**src/rtl/wdt_pkg.sv**
```systemverilog
// -----------------------------------------------------------------------------
// wdt_pkg
// Shared definitions for the 32-bit watchdog controller:
//   - default grace length and reset-pulse width
//   - FSM state encoding (also the WDSTATE debug readback code)
//   - counter width helper, which never returns a zero width
// -----------------------------------------------------------------------------
package wdt_pkg;

   localparam int unsigned WDT_GRACE_CYCLES_DEF = 1024;
   localparam int unsigned WDT_RST_PULSE_DEF    = 16;

   typedef enum logic [1:0] {
      ST_IDLE  = 2'd0,
      ST_COUNT = 2'd1,
      ST_GRACE = 2'd2,
      ST_RESET = 2'd3
   } wdt_state_e;

   // $clog2(n), except that n <= 1 still yields a 1-bit counter.
   function automatic int unsigned cnt_width(input int unsigned n);
      return (n > 1) ? $clog2(n) : 1;
   endfunction

endpackage

```
**src/rtl/wdt_rst_stretch.sv**
```systemverilog
// -----------------------------------------------------------------------------
// wdt_rst_stretch
// Stretches a one-cycle start strobe into a registered pulse that lasts
// exactly RST_PULSE cycles.
//
// Ports
//   i_clk    in   clock, rising edge
//   i_rst    in   asynchronous active-high reset; drops the pulse at once
//   i_start  in   one-cycle strobe; the pulse rises on the same edge
//   o_pulse  out  registered pulse, high for RST_PULSE cycles
//   o_busy   out  high while the pulse continues past the current cycle;
//                 low in the pulse's final cycle, so a controller can leave
//                 its reset state on the edge where the pulse falls
// -----------------------------------------------------------------------------
module wdt_rst_stretch
   import wdt_pkg::*;
#(
   parameter int unsigned RST_PULSE = WDT_RST_PULSE_DEF
) (
   input  logic i_clk,
   input  logic i_rst,
   input  logic i_start,
   output logic o_pulse,
   output logic o_busy
);

   localparam int unsigned PW = cnt_width(RST_PULSE + 1);

   logic [PW-1:0] r_cnt;
   logic          r_pulse;

   // r_cnt holds the number of pulse cycles left, including the current one.
   always_ff @(posedge i_clk or posedge i_rst) begin
      if (i_rst) begin
         r_cnt   <= '0;
         r_pulse <= 1'b0;
      end else if (i_start) begin
         r_cnt   <= PW'(RST_PULSE);
         r_pulse <= 1'b1;
      end else if (r_cnt != '0) begin
         r_cnt   <= r_cnt - PW'(1);
         r_pulse <= (r_cnt > PW'(1));
      end
   end

   assign o_pulse = r_pulse;
   assign o_busy  = (r_cnt > PW'(1));

endmodule

```
**src/rtl/wdt32_ctrl.sv**
```systemverilog
// -----------------------------------------------------------------------------
// wdt32_ctrl
// 32-bit watchdog timer controller. The counter reloads from WDLOAD and runs
// down while enabled. If software fails to service it, the sticky overflow
// flag is set and a grace window opens. If the window also expires without
// service, a system reset request pulse is issued.
//
// Parameters
//   GRACE_CYCLES  cycles from the overflow edge to the reset request edge
//   RST_PULSE     width of WDRST_REQ in cycles
//
// Ports
//   PCLK       in   1   clock, all state changes on its rising edge
//   PRESET     in   1   asynchronous active-high reset
//   WDLOAD     in   32  reload value
//   WDEN       in   1   enable level
//   WDOVCLR    in   1   service level; only its rising edge acts
//   WDTMR      out  32  current count value
//   WDOV       out  1   sticky overflow flag
//   WDRST_REQ  out  1   system reset request pulse
//   WDSTATE    out  2   current FSM state code
//
// state  | meaning
// -------+------------------------------------------------------------------
// IDLE   | disabled; WDTMR follows WDLOAD; WDEN=1 starts counting
// COUNT  | counting down; zero sets WDOV and opens the grace window
// GRACE  | overflowed; counter keeps cycling, grace counter runs down
// RESET  | WDRST_REQ pulse in progress; WDEN and service are ignored
//
// Priority inside COUNT/GRACE: WDEN=0 > service > grace expiry > count zero.
// -----------------------------------------------------------------------------
module wdt32_ctrl
   import wdt_pkg::*;
#(
   parameter int unsigned GRACE_CYCLES = WDT_GRACE_CYCLES_DEF,
   parameter int unsigned RST_PULSE    = WDT_RST_PULSE_DEF
) (
   input  logic        PCLK,
   input  logic        PRESET,
   input  logic [31:0] WDLOAD,
   input  logic        WDEN,
   input  logic        WDOVCLR,
   output logic [31:0] WDTMR,
   output logic        WDOV,
   output logic        WDRST_REQ,
   output logic [1:0]  WDSTATE
);

   localparam int unsigned GW = cnt_width(GRACE_CYCLES);

   wdt_state_e    r_state;
   logic [31:0]   r_tmr;
   logic          r_ov;
   logic [GW-1:0] r_grace;
   logic          r_clr_d;

   logic          w_svc;
   logic          w_tmr_zero;
   logic          w_expire;
   logic          w_pulse;
   logic          w_busy;

   // A service is a rising edge of WDOVCLR, so a held level counts once.
   assign w_svc      = WDOVCLR & ~r_clr_d;
   assign w_tmr_zero = (r_tmr == 32'd0);

   // Grace window runs out with nothing of higher priority pending. This is
   // also the start strobe of the pulse stretcher, so WDRST_REQ rises on the
   // same edge the FSM enters RESET.
   assign w_expire = (r_state == ST_GRACE) && WDEN && !w_svc
                     && (r_grace == '0);

   always_ff @(posedge PCLK or posedge PRESET) begin
      if (PRESET) begin
         r_state <= ST_IDLE;
         r_tmr   <= 32'd0;
         r_ov    <= 1'b0;
         r_grace <= '0;
         r_clr_d <= 1'b0;
      end else begin
         r_clr_d <= WDOVCLR;
         case (r_state)
            ST_IDLE: begin
               r_tmr <= WDLOAD;
               if (w_svc) begin
                  r_ov <= 1'b0;
               end
               if (WDEN) begin
                  r_state <= ST_COUNT;
               end
            end

            ST_COUNT: begin
               if (!WDEN) begin
                  r_state <= ST_IDLE;
               end else if (w_svc) begin
                  r_ov  <= 1'b0;
                  r_tmr <= WDLOAD;
               end else if (w_tmr_zero) begin
                  r_ov    <= 1'b1;
                  r_tmr   <= WDLOAD;
                  r_grace <= GW'(GRACE_CYCLES - 1);
                  r_state <= ST_GRACE;
               end else begin
                  r_tmr <= r_tmr - 32'd1;
               end
            end

            ST_GRACE: begin
               if (!WDEN) begin
                  r_state <= ST_IDLE;
               end else if (w_svc) begin
                  r_ov    <= 1'b0;
                  r_tmr   <= WDLOAD;
                  r_state <= ST_COUNT;
               end else begin
                  // Counter keeps cycling through WDLOAD; a second zero has
                  // no further effect while the grace window is open.
                  r_tmr <= w_tmr_zero ? WDLOAD : (r_tmr - 32'd1);
                  if (r_grace == '0) begin
                     r_state <= ST_RESET;
                  end else begin
                     r_grace <= r_grace - GW'(1);
                  end
               end
            end

            ST_RESET: begin
               // Leave on the edge where the pulse falls; WDOV stays set.
               if (!w_busy) begin
                  r_state <= ST_IDLE;
               end
            end

            default: begin
               r_state <= ST_IDLE;
            end
         endcase
      end
   end

   wdt_rst_stretch #(
      .RST_PULSE (RST_PULSE)
   ) u_rst_stretch (
      .i_clk   (PCLK),
      .i_rst   (PRESET),
      .i_start (w_expire),
      .o_pulse (w_pulse),
      .o_busy  (w_busy)
   );

   assign WDTMR     = r_tmr;
   assign WDOV      = r_ov;
   assign WDRST_REQ = w_pulse;
   assign WDSTATE   = r_state;

endmodule

```
**config.mk**
```make
export PLATFORM = sky130hd
export DESIGN_NAME = wdt32_ctrl
export DESIGN_NICKNAME = d
export VERILOG_FILES = /design/src/rtl/wdt_pkg.sv /design/src/rtl/wdt_rst_stretch.sv /design/src/rtl/wdt32_ctrl.sv
export SDC_FILE = /design/constraint.sdc
export NUM_CORES = 1
export LEC_CHECK = 0
export BUFFER_PORTS_ARGS = -buffer_cell sky130_fd_sc_hd__buf_2
export CORE_MARGIN = 2
export CORE_UTILIZATION = 50
export DETAILED_ROUTE_END_ITERATION = 10
export PLACE_DENSITY = 0.78
export REMOVE_ABC_BUFFERS = 1
export SETUP_SLACK_MARGIN = 0.05
export SLEW_MARGIN = 15
export SYNTH_ARGS = -nofsm -noshare
export SYNTH_HDL_FRONTEND = slang
export SYNTH_SLANG_ARGS = --single-unit
```
**constraint.sdc**
```tcl
create_clock -name PCLK -period 2.77 [get_ports PCLK]
set_clock_uncertainty 0.1 [all_clocks]
set_input_delay 0 -clock PCLK [delete_from_list [all_inputs] [get_ports PCLK]]
set_output_delay 0 -clock PCLK [all_outputs]
set_load 0.01 [all_outputs]
```
**Yosys cells after proc, flatten, opt, wreduce, memory -nomap -nowiden**

Index checks and enable logic that the tools add are counted.
Widths: inputs -> output; s select.

- Flip-flop bits (word level): 52
- Bits of input ports: 36

- $add $sub $neg: 3
- Order comparisons: 1
- Equal/unequal tests: 16
- Muxes and demuxes: 30
- Bitwise gates (word level): 2
- Reduce and logical (&&, ||, !) cells: 17

Operator list:

| cell | count |
|---|---|
| $mux 32 | 3 |
| $pmux 32 s2 | 1 |
| $mux 10 | 6 |
| $logic_not 32->1 | 1 |
| $sub 32x1->32 const B | 1 |
| $pmux 10 s2 | 1 |
| $mux 2 | 8 |
| $ne 2x2->1 const B | 8 |
| $logic_not 10->1 | 1 |
| $mux 5 | 2 |
| $sub 10x1->10 const B | 1 |
| $ne 3x3->1 const B | 3 |
| $pmux 2 s4 | 1 |
| $mux 1 | 7 |
| $reduce_and 7->1 | 1 |
| $reduce_bool 2->1 | 3 |
| $gt 5x1->1 const B | 1 |
| $reduce_and 5->1 | 1 |
| $reduce_bool 5->1 | 1 |
| $sub 5x1->5 const B | 1 |
| $eq 2x2->1 const B | 2 |
| $ne 4x3->1 const B | 1 |
| $reduce_and 4->1 | 1 |
| $logic_and 1x1->1 | 3 |
| other kinds (10) | 10 |

**Depth between registers and ports, before layout**

- Depth after elaboration: 6
- Mapped depth: 10
- Mapped depth without buffers: 8

**By module**

A second synthesis with hierarchy kept.

- Cell total of the unflattened synthesis: 419
- Area, all modules: 3593.4 um^2

Modules (own cells, without submodules):

| module | times used | cells an instance | area an instance (um^2) |
|---|---|---|---|
| wdt32_ctrl | 1 | 387 | 3273.1 |
| wdt_rst_stretch | 1 | 32 | 320.3 |

**Least setup slack after synthesis**

Ideal clock, no wire load.

- Path type: register to register
- From: reg r_tmr[0], in the netlist WDTMR[0]
- To: reg r_tmr[26], in the netlist WDTMR[26]
- Data arrival time: 2.435 ns
- Data required time: 2.549 ns
- Path slack: 0.113 ns
- Cell stages (with the launch flop): 8
- Period minus slack after synthesis: 2.657 ns
- Path through: dfrtp_1 > inv_1 > ha_1 > or4b_2 > or4_4 > nor4_1 > a31oi_1 > o22a_1

- Longest elaborated chain between the ends: 5
- Elaborated cells between the ends (all ways): 6

RTL lines:

| what | line | source |
|---|---|---|
| from (decl) | wdt32_ctrl.sv:52 | `logic [31:0] r_tmr;` |
| from (signal assigned) | wdt32_ctrl.sv:105 | `r_tmr <= r_tmr - 32'd1;` |
| from (signal assigned) | wdt32_ctrl.sv:119 | `r_tmr <= w_tmr_zero ? WDLOAD : (r_tmr - 32'd1);` |
| $sub 32x1->32 or $logic_not 32->1 (tied branches) | wdt32_ctrl.sv:105, wdt32_ctrl.sv:119, wdt32_ctrl.sv:65 |  |
| $mux 32 (*) | wdt32_ctrl.sv:99, wdt32_ctrl.sv:119 |  |
| $mux 32 (*) | wdt32_ctrl.sv:112 | `end else if (w_svc) begin` |
| $mux 32 (*) | wdt32_ctrl.sv:94 | `if (!WDEN) begin` |
| $pmux 32 s2 (*) | wdt32_ctrl.sv:82 | `case (r_state)` |

Every way passes the cells marked *; elsewhere a longest branch is shown, timed or not. The select of a mux whose other input is x is not followed.
A chain may end at the register's enable or synchronous reset.

**Worst setup path in the final report**

- From: reg r_tmr[10], in the netlist WDTMR[10]
- To: reg r_state[1], in the netlist WDSTATE[1]

- Longest elaborated chain between the ends: 3

RTL lines:

| what | line | source |
|---|---|---|
| $logic_not 32->1 | wdt32_ctrl.sv:65 | `assign w_tmr_zero = (r_tmr == 32'd0);` |
| $ne 3x3->1 (no source line) | - |  |
| $reduce_and 5->1 (no source line) | - |  |
| to (signal assigned) | wdt32_ctrl.sv:75 | `r_state <= ST_IDLE;` |
| to (signal assigned) | wdt32_ctrl.sv:89 | `r_state <= ST_COUNT;` |
| to (signal assigned) | wdt32_ctrl.sv:95 | `r_state <= ST_IDLE;` |
| to (decl) | wdt32_ctrl.sv:51 | `wdt_state_e r_state;` |

No other way between the ends.

==> metrics.log <==
INFO  metric status = finished clean
INFO  metric setup_violations = 0
INFO  metric globalRoute.totalOverflow = 0
INFO  metric crit_required = 2.87 ns
INFO  metric total_leakage_power = 1.88 nW
INFO  metric die-width = 86.8 um
INFO  metric fin_nets = 577
INFO  metric final_routed_drc_violation_total = 0
INFO  metric worst_setup_path_end_kind = register
INFO  metric worst_ep_arrival_time = 2.72 ns
INFO  metric clkTransAtPathRegs = 0.10 ns
INFO  metric cts_buffers = 5
INFO  metric final_max_slew_viol_count = 0
INFO  metric clk_path_buf_depth = 2
INFO  metric cts_post_setup_buffers_inserted = 0
INFO  metric synth-edff-count = 0
INFO  metric report.final.hold_viol_count = 0
INFO  metric placementRows = 30
INFO  metric ys_top_cells_by_area = sky130_fd_sc_hd__dfrtp_1, sky130_fd_sc_hd__a21oi_1, sky130_fd_sc_hd__nor2_1
INFO  metric cellPowerDensity = 1120 nW/um2
INFO  metric antenna_violations_before_repair = 0
INFO  metric postSynthRegisterBits = 52
INFO  metric globalplace.congestion = 0.847
INFO  metric synthDominantCellAreaShare = 37.9%
INFO  metric clkLatencyLatePin = 0.31 ns
INFO  metric die_area = 7540 um2
INFO  metric worst_case_vdd_ir_drop = 638 uV
INFO  metric synth_cell_types = 57
INFO  metric synth_most_common_cell = sky130_fd_sc_hd__dfrtp_1
INFO  metric timing_worst_slew_pin_value = 0.551 ns
INFO  metric postLayoutSetupSlackWorst = 0.154 ns
INFO  metric preCtsSetupSlack = 0.131 ns
INFO  metric clock_tree_from_tritoncts = done
INFO  metric rsz0062_at_grt = false
INFO  metric cts-htree-levels = 2
INFO  metric wl = 9750 um
INFO  metric dr_total_vias = 3703
INFO  metric post-route-period-util = 94.4%
INFO  metric synth.yosys.seq_area_share = 37.9%
INFO  metric totalPowerFinal = 5.00 mW
INFO  metric slew_headroom = 63.0%
INFO  metric initial_core_utilization = 51.0%
INFO  metric min_path_type = in -> reg
INFO  metric yosysTopAreaCell = sky130_fd_sc_hd__dfrtp_1
INFO  metric synth.yosys.warnings = 0
INFO  metric detail_route.vias_per_cell = 6.06
INFO  metric floorplan.core_area = 6720 um2
INFO  metric insertedDiodeCount = 0
INFO  metric timing.setup.critical_path_class = reg -> reg
INFO  metric grt_usage = 26.8%
INFO  metric chipHeight = 86.8 um
INFO  metric maximum_number_of_pins_on_one_net_before_global_route_repair = 28
INFO  metric max_cap_viol_count = 0
INFO  metric crit_path_start_kind = register
INFO  metric 1st_pass_router_iterations = 4
INFO  metric io_buffer_count = 71
INFO  metric initialDrtViolationCount = 258
INFO  metric post-route-min-period = 2.62 ns
INFO  metric ranking_of_synthesized_cells_by_instance_count = sky130_fd_sc_hd__dfrtp_1, sky130_fd_sc_hd__nor2_1, sky130_fd_sc_hd__nand2_1, sky130_fd_sc_hd__a21oi_1, sky130_fd_sc_hd__o21ai_0
INFO  metric netlist_area = 3430 um2
INFO  metric prevailing_post_synth_register_cell = sky130_fd_sc_hd__dfrtp_1
INFO  metric dp_hpwl = 6800 um
INFO  metric achievable-frequency = 0.382 GHz
INFO  metric grt_pass1_vias = 3551
INFO  metric grt_pass1_wl = 16400 um
INFO  metric total_number_of_clock_tree_sinks = 52
INFO  metric post_synth_inst_count = 415
INFO  metric syn-mean-instance-area = 8.26 um2
INFO  metric io_pins = 72
INFO  metric area_delta_synth_final = 30.3%
INFO  metric ant_nets = 0
INFO  metric layout_cell_share_with_drive_strength_beyond_1 = 23.9%
INFO  metric postSynth.asyncResetShare = 100%
INFO  metric worst-path-max-fanout = 8
INFO  metric clock_tree.root_cell = sky130_fd_sc_hd__clkbuf_8
INFO  metric avgRoutedWirePerCell = 16.0 um
path summary, 6_finish.rpt:
check,slack [ns],cells past startpoint,end,start
min in group asynchronous,0.11,3,WDTMR[6]$_DFFE_PP0P_,PRESET
worst max register to register,0.15,5,WDSTATE[1]$_DFFE_PP0P_,WDTMR[10]$_DFFE_PP0P_
max in group asynchronous,1.80,4,WDTMR[22]$_DFFE_PP0P_,PRESET
worst max-delay path,0.15,5,WDSTATE[1]$_DFFE_PP0P_,WDTMR[10]$_DFFE_PP0P_
worst min register to register,0.37,1,r_grace[9]$_DFFE_PP0P_,r_grace[9]$_DFFE_PP0P_
worst min-delay path,0.01,4,WDTMR[26]$_DFFE_PP0P_,WDLOAD[26]
through the flow:
stage	utilization, %	TNS (ns)	instances	instance area [um2]	hold WS (ns)
after floorplan	-	-15.78	391	3320	-0.0686
after global placement	59.9	0	573	4030	-0.0881
after detailed placement	59.9	0	573	4030	-0.0871
after CTS	65.8	0	610	4420	0.00283
after global routing	66.5	0	611	4470	0.0532
final	66.5	0	611	4470	0.0129
cells in the final DEF (no fill, tap or decap), types with 4 or more instances in the layout:
master                          netlist  final
sky130_fd_sc_hd__inv_1               20     19
sky130_fd_sc_hd__buf_4                0     30
sky130_fd_sc_hd__o21ai_0             28     27
sky130_fd_sc_hd__a21oi_1             37     37
sky130_fd_sc_hd__dfrtp_1             52     52
sky130_fd_sc_hd__nor2_1              39     38
sky130_fd_sc_hd__o22a_1               8      8
sky130_fd_sc_hd__dlygate4sd3_1        0     29
sky130_fd_sc_hd__buf_2                9     71
sky130_fd_sc_hd__nor3_1              19     18
sky130_fd_sc_hd__a22oi_1              7      7
sky130_fd_sc_hd__o21a_1               5      5
sky130_fd_sc_hd__or4_1                6      6
sky130_fd_sc_hd__o311ai_0             4      4
sky130_fd_sc_hd__nand2_1             38     38
sky130_fd_sc_hd__nand4_1             13     13
sky130_fd_sc_hd__nand3_1             18     18
sky130_fd_sc_hd__a311o_1              4      4
sky130_fd_sc_hd__clkbuf_8             0      5
sky130_fd_sc_hd__ha_1                11     11
sky130_fd_sc_hd__or3_1               13     13
sky130_fd_sc_hd__a31oi_1              9      9
sky130_fd_sc_hd__nor4_1              14     12
report_power, final:
group | internal (mW) | switching [mW]
Sequential | 1.10 | 0.376
Clock | 0.269 | 0.260
Combinational | 1.25 | 1.75
cell type report:
type	count	area [um2]
inverter	20	75.1
fill	551	2250
sequential	52	1300
clock buffer	6	72.6
timing repair buffer	131	891
tap	80	100
clock inverter	2	35.0
multi-input combinational	320	1990
metal layers:
| metal | vias up | GRT usage (%) | wire length, um |
|---|---|---|---|
| met4 | 0 | 9.38 | 221 |
| met5 | - | 0 | 0 |
| met1 | 1702 | 35.6 | 4100 |
| met3 | 24 | 4.67 | 754 |
| met2 | 191 | 44.1 | 4680 |
| li1 | 1786 | - | - |
registers in the layout, indices dropped and copies added (netlist names):
register,cells
u_rst_stretch.o_pulse,1
r_grace,10
r_clr_d,1
u_rst_stretch.r_cnt,5
WDOV,1
WDSTATE,2
WDTMR,32
timing repair:
| item | 4_1_cts | 5_1_grt |
|---|---|---|
| hold buffers | 29 | 0 |
| endpoints found under the setup margin | 0 | 14 |
| resized for setup | 0 | 6 |
| hold endpoints to repair | 57 | 0 |
worst max-delay path, stage by stage, from the launching register on:
cell	delay (ns)
sky130_fd_sc_hd__dfrtp_1	0.46
sky130_fd_sc_hd__or4_1	0.66
sky130_fd_sc_hd__nor2_2	0.29
sky130_fd_sc_hd__nand4_4	0.18
sky130_fd_sc_hd__a311oi_1	0.44
sky130_fd_sc_hd__mux2_2	0.38
logic make-up after synthesis:
family                     after synthesis  synth area share, %
AOI/OAI and AO/OA                      120                 22.6
xor gates and xnor gates                 3                0.766
adders and majority gates               11                 4.01
buffers and inverters                   44                 5.36
DFF                                     52                 37.9
muxes                                    4                 1.20
and+or+nand+nor                        181                 28.1
No activity file was read; power rests on OpenSTA's default activity.
